`src/rtl/add_pkg.sv`:
```
//------------------------------------------------------------------------------
// Module  : add_pkg
// Brief   : Shared types for the chunked sequential adder/subtractor.
// Revision: 1.0
//------------------------------------------------------------------------------
`default_nettype none

package add_pkg;

    typedef enum logic [1:0] {
        IDLE = 2'd0,
        RUN  = 2'd1,
        DONE = 2'd2
    } add_state_t;

    typedef enum logic {
        OP_ADD = 1'b0,
        OP_SUB = 1'b1
    } add_op_t;

endpackage

`default_nettype wire

```
`src/rtl/add_chunk.sv`:
```
//------------------------------------------------------------------------------
// Module  : add_chunk
// Brief   : Combinational CHUNK-bit ripple adder; also exposes carry into MSB.
// Revision: 1.0
//------------------------------------------------------------------------------
`default_nettype none

module add_chunk #(
    parameter int CHUNK = 8
) (
    input  logic [CHUNK-1:0] a,
    input  logic [CHUNK-1:0] b,
    input  logic             ci,
    output logic [CHUNK-1:0] sum,
    output logic             co,
    output logic             co_msb_in
);

    logic [CHUNK:0] w_full;

    assign w_full    = {1'b0, a} + {1'b0, b} + {{CHUNK{1'b0}}, ci};
    assign sum       = w_full[CHUNK-1:0];
    assign co        = w_full[CHUNK];
    // sum bit = a ^ b ^ carry_in, so the carry into the top bit falls out directly
    assign co_msb_in = a[CHUNK-1] ^ b[CHUNK-1] ^ sum[CHUNK-1];

endmodule

`default_nettype wire

```
`src/rtl/add_chunked_seq.sv`:
```
//------------------------------------------------------------------------------
// Module  : add_chunked_seq
// Brief   : Multi-cycle WIDTH-bit add/sub, one CHUNK-bit slice per cycle, with
//           valid/ready handshakes. Define ADD_SAT_EN for saturating results.
// Revision: 1.0
//------------------------------------------------------------------------------
`default_nettype none

module add_chunked_seq
    import add_pkg::*;
#(
    parameter int WIDTH = 32,
    parameter int CHUNK = 8
) (
    input  logic             clk,
    input  logic             rst,
    input  logic             in_valid,
    output logic             in_ready,
    input  logic [WIDTH-1:0] in1,
    input  logic [WIDTH-1:0] in2,
    input  logic             sub,
    input  logic             cin,
    output logic             out_valid,
    input  logic             out_ready,
    output logic [WIDTH-1:0] s,
    output logic             cout,
    output logic             ovf
);

    localparam int NCHUNK = WIDTH / CHUNK;
    localparam int c_IDXW = (NCHUNK > 1) ? $clog2(NCHUNK) : 1;
    localparam logic [c_IDXW-1:0] c_LAST = c_IDXW'(NCHUNK - 1);

    generate
        if ((CHUNK < 1) || (CHUNK > WIDTH) || ((WIDTH % CHUNK) != 0)) begin : g_cfg_err
            $error("add_chunked_seq: WIDTH must be a positive multiple of CHUNK");
        end
    endgenerate

    add_state_t        r_state;
    add_state_t        w_state_next;
    add_op_t           w_op;
    logic [WIDTH-1:0]  r_a;
    logic [WIDTH-1:0]  r_b;
    logic              r_carry;
    logic [c_IDXW-1:0] r_idx;
    logic [WIDTH-1:0]  r_s;
    logic              r_cout;
    logic              r_ovf;

    logic [CHUNK-1:0]  w_a_sl;
    logic [CHUNK-1:0]  w_b_sl;
    logic [CHUNK-1:0]  w_sum;
    logic              w_co;
    logic              w_co_msb_in;
    logic              w_ovf;
    logic [WIDTH-1:0]  w_s_wrap;
    logic [WIDTH-1:0]  w_s_fin;

    assign w_op = add_op_t'(sub);

    // Single shared slice adder; operands and result are steered by r_idx
    always_comb begin
        w_a_sl = r_a[CHUNK-1:0];
        w_b_sl = r_b[CHUNK-1:0];
        for (int k = 0; k < NCHUNK; k++) begin
            if (int'(r_idx) == k) begin
                w_a_sl = r_a[k*CHUNK +: CHUNK];
                w_b_sl = r_b[k*CHUNK +: CHUNK];
            end
        end
    end

    add_chunk #(.CHUNK(CHUNK)) u_chunk (
        .a         (w_a_sl),
        .b         (w_b_sl),
        .ci        (r_carry),
        .sum       (w_sum),
        .co        (w_co),
        .co_msb_in (w_co_msb_in)
    );

    always_comb begin
        w_s_wrap = r_s;
        for (int k = 0; k < NCHUNK; k++) begin
            if (int'(r_idx) == k) begin
                w_s_wrap[k*CHUNK +: CHUNK] = w_sum;
            end
        end
    end

    // Only meaningful on the final slice, where it is the MSB carry-in/out disagreement
    assign w_ovf = w_co ^ w_co_msb_in;

`ifdef ADD_SAT_EN
    always_comb begin
        w_s_fin = w_s_wrap;
        if (w_ovf) begin
            w_s_fin = r_a[WIDTH-1] ? {1'b1, {(WIDTH-1){1'b0}}}
                                   : {1'b0, {(WIDTH-1){1'b1}}};
        end
    end
`else
    assign w_s_fin = w_s_wrap;
`endif

    always_ff @(posedge clk) begin
        if (rst) begin
            r_state <= IDLE;
        end else begin
            r_state <= w_state_next;
        end
    end

    always_comb begin
        w_state_next = r_state;
        case (r_state)
            IDLE:    if (in_valid)         w_state_next = RUN;
            RUN:     if (r_idx == c_LAST)  w_state_next = DONE;
            DONE:    if (out_ready)        w_state_next = IDLE;
            default:                       w_state_next = IDLE;
        endcase
    end

    always_ff @(posedge clk) begin
        if (rst) begin
            r_a     <= '0;
            r_b     <= '0;
            r_carry <= 1'b0;
            r_idx   <= '0;
            r_s     <= '0;
            r_cout  <= 1'b0;
            r_ovf   <= 1'b0;
        end else begin
            case (r_state)
                IDLE: begin
                    if (in_valid) begin
                        r_a     <= in1;
                        r_b     <= (w_op == OP_SUB) ? ~in2 : in2;
                        r_carry <= (w_op == OP_SUB) ? 1'b1 : cin;
                        r_idx   <= '0;
                    end
                end
                RUN: begin
                    r_carry <= w_co;
                    if (r_idx == c_LAST) begin
                        r_s    <= w_s_fin;
                        r_cout <= w_co;
                        r_ovf  <= w_ovf;
                        r_idx  <= '0;
                    end else begin
                        r_s    <= w_s_wrap;
                        r_idx  <= r_idx + c_IDXW'(1);
                    end
                end
                default: begin
                end
            endcase
        end
    end

    assign in_ready  = (r_state == IDLE);
    assign out_valid = (r_state == DONE);
    assign s         = r_s;
    assign cout      = r_cout;
    assign ovf       = r_ovf;

endmodule

`default_nettype wire
```
`config.mk`:
```
export PLATFORM = sky130hd
export DESIGN_NAME = add_chunked_seq
export DESIGN_NICKNAME = d
export VERILOG_FILES = /design/src/rtl/add_pkg.sv /design/src/rtl/add_chunk.sv /design/src/rtl/add_chunked_seq.sv
export SDC_FILE = /design/constraint.sdc
export NUM_CORES = 1
export LEC_CHECK = 0
export CORE_ASPECT_RATIO = 1.25
export CORE_UTILIZATION = 45
export DETAILED_ROUTE_END_ITERATION = 8
export GPL_TIMING_DRIVEN = 0
export PLACE_DENSITY = 0.72
export SETUP_SLACK_MARGIN = 0.4
export SYNTH_ARGS = -nofsm -noshare
export SYNTH_HDL_FRONTEND = slang
export SYNTH_HIERARCHICAL = 1
export SYNTH_SLANG_ARGS = --single-unit
```
`constraint.sdc`:
```
create_clock -name clk -period 4.5 [get_ports clk]
set_input_delay 0.45 -clock clk [delete_from_list [all_inputs] [get_ports clk]]
set_output_delay 0.45 -clock clk [all_outputs]
set_load 0.02 [all_outputs]
```
==> impl_metrics.yaml <==
floorplanning:
  die_h_um: 118
  die_w_um: 94.7
  coreArea_sq_um: 10300
  dieArea_sq_um: 11200
  rows: 41
  start_util_pct: 47.1
  ios: 106
finish:
  areaGrowthSynthToFinish_pct: 30.5
  diodes: 0
  layout_common_cells: "dfxtp_1 (103), clkdlybuf4s50_1 (103), nand2_1 (101)"
  finalNetCount: 752
  drive_above_1_share_pct: 8.90
sta:
  finalCriticalPeriod_ps: 3630
  maxSlewViolCount: 0
  fmax_mhz: 276
  worst_pin_slew_ps: 568
  fin_crit_sh_pct: 80.6
  hold_viol: 0
  finalClockSkew_ps: 10.7
  rsz0062_at_grt: "no"
  setup_viol: 0
  maxSlewHeadroom_pct: 62.1
  setup_tns_ps: 0
route:
  routed_wl_mm: 12.0
  dr_total_vias: 4180
  ant_nets: 0
  drtIter0Drc: 166
  wl_per_cell_um: 14.9
  drt_first_pass_iters: 4
  remaining_drc_errors: 0
  vias_per_cell: 5.21
logic_synthesis:
  synth_ff_type: "dfxtp_1"
  synthCells: 555
  synth.ff_latch_count: 103
  syn_area_sq_um: 4830
  yosysSeqAreaShare_pct: 42.7
  syn_area_per_cell_sq_um: 8.71
  synth_top_area_share_pct: 42.7
  netlist_top_cells_area: "dfxtp_1 (43%), mux2i_1 (8.3%), nand2_1 (7.8%)"
  synth_nets: 638
  yosys_warnings: 6
  synth-async-reset-ratio_pct: 0
  ys_types: 39
  synth_top_area_cell: "dfxtp_1"
  synth_edf_count: 0
clock_network:
  cts_tree: "yes"
  clk_pin_slew_ps: 70
  cts_hold_buf: 0
  cts-root-buf: "clkbuf_16"
  clock_latency_ps: 350
  clock-sinks: 103
  cts_setup_buffers: 0
  cts_buffers: 9
  postCtsResizedCells: 0
  ctsHtreeMaxLevel: 3
  cts.path.max_buffers: 2
worst_hold_path:
  min_delay_path_depth: 2
  min_from: "r_a[14]$_SDFFE_PP0P_"
  hold_class: "register to register"
global_routing:
  grt_pass1_wl_mm: 19.6
  track_usage_pct: 22.5
  grt_antenna_before_repair: 0
  grt_max_degree: 18
  grt_pass1_vias: 4118
  grt-ovfl-total: 0
worst_setup_path:
  startpoint: "r_idx[0]$_SDFFE_PP0P_"
  r2r_start: "r_idx[0]$_SDFFE_PP0P_"
  r2r_cells: 12
  slowest_delay_ps: 500
  required_ps: 4760
  slowest_stage: "fa_1"
  crit_fanout: 8
  path_cells: "ha_1 > buf_2 > mux2_2 > mux2i_1 > o21ai_0 > fa_1 > fa_1 > a21oi_1 > o21a_1 > o21ai_0 > xnor2_1 > a211oi_1"
  reg2reg_to: "ovf$_SDFFE_PP0P_"
  critPathArrivalTime_ps: 3890
  critPathCaptureType: "register"
  crit_end: "ovf$_SDFFE_PP0P_"
  r2r_slack_ps: 870
  critPathKind: "register to register"
  critPathLaunchType: "register"
placed_design:
  gp_congestion: 0.856
  hpwl_mm: 9.35
  io_buffers: 103
outcome:
  status: "finished clean"
pwr:
  p_per_area_nw_per_um2: 341
  peakVddDrop_uv: 157
  p_total_w: 0.00215
  total_leakage_power_nw: 2.47
job:
  cap_violations: 0
## kinds of logic (layout without fill, tap and decap cells)
family | count (synthesis) | in the layout | synth area share, %
AOI/OAI and AO/OA | 112 | 112 | 14.3
adders and majority gates | 13 | 13 | 3.67
muxes | 56 | 56 | 12.0
xor gates and xnor gates | 37 | 37 | 6.70
DFF | 103 | 103 | 42.7
and+or+nand+nor | 182 | 182 | 15.7
buffers and inverters | 52 | 171 | 5.05
## synth_stat cells (8+ instances only)
cell / instances
clkbuf_1: 17
a21oi_1: 48
mux2i_1: 40
ha_1: 11
mux2_2: 16
xnor2_1: 35
dfxtp_1: 103
o21ai_0: 18
a211oi_1: 33
nor2_1: 61
nand2_1: 101
buf_2: 17
inv_1: 8
## power breakdown
group / switching, W / leakage, nW / internal [W]
logic: 0.000217 / 1.49 / 0.000199
registers: 0.0000303 / 0.844 / 0.000967
clock network: 0.000345 / 0.139 / 0.000393
total: 0.000593 / 2.47 / 0.00156
## worst max-delay path, delay by kind of cell (launching register included)
| family | cells | cell delay [ps] |
|---|---|---|
| AOI/OAI and AO/OA | 5 | 1010 |
| xor gates and xnor gates | 1 | 190 |
| adders and majority gates | 3 | 1100 |
| buffers and inverters | 1 | 250 |
| DFF | 1 | 420 |
| muxes | 2 | 580 |
## layer usage
layer	share of wire, %	wire length [um]	GRT usage [%]
met3	4.0	479	3.88
met1	43	5190	26.4
met5	0	0	0
met4	2.5	304	8.43
met2	50	6040	40.0
## metrics by stage
step	worst slack, ps	hold slack (ps)	cell area, sq um	utilization [%]	instances
4_1_cts	910	456	6310	61.5	803
3_3_place_gp	996	442	6030	58.7	787
5_1_grt	672	466	6310	61.5	803
3_5_place_dp	934	447	6030	58.7	787
6_report	874	454	6310	61.5	803
2_1_floorplan	1480	433	4830	-	555
## state kept, by name (all words and copies together) (netlist names)
signal	flops
r_state	2
ovf	1
cout	1
r_carry	1
s	32
r_idx	2
r_b	32
r_a	32
## how the worst min path moves through the flow
stage / end / slack [ps]
after floorplan: r_a[10]$_SDFFE_PP0P_ / 430
after global placement: r_a[14]$_SDFFE_PP0P_ / 440
after detailed placement: r_a[14]$_SDFFE_PP0P_ / 450
after CTS: r_a[14]$_SDFFE_PP0P_ / 460
after global routing: r_a[4]$_SDFFE_PP0P_ / 470
final: r_a[14]$_SDFFE_PP0P_ / 450
## area by class of cell
| cell class | count | area (sq um) |
|---|---|---|
| buffer | 43 | 210 |
| multi-input combinational | 400 | 2530 |
| inverter | 9 | 33.8 |
| tap | 129 | 161 |
| timing repair buffer | 103 | 1030 |
| clock buffer | 10 | 239 |
| sequential | 103 | 2060 |
| clock inverter | 6 | 43.8 |
| fill | 868 | 3950 |
(Power assumes the default switching activity.)
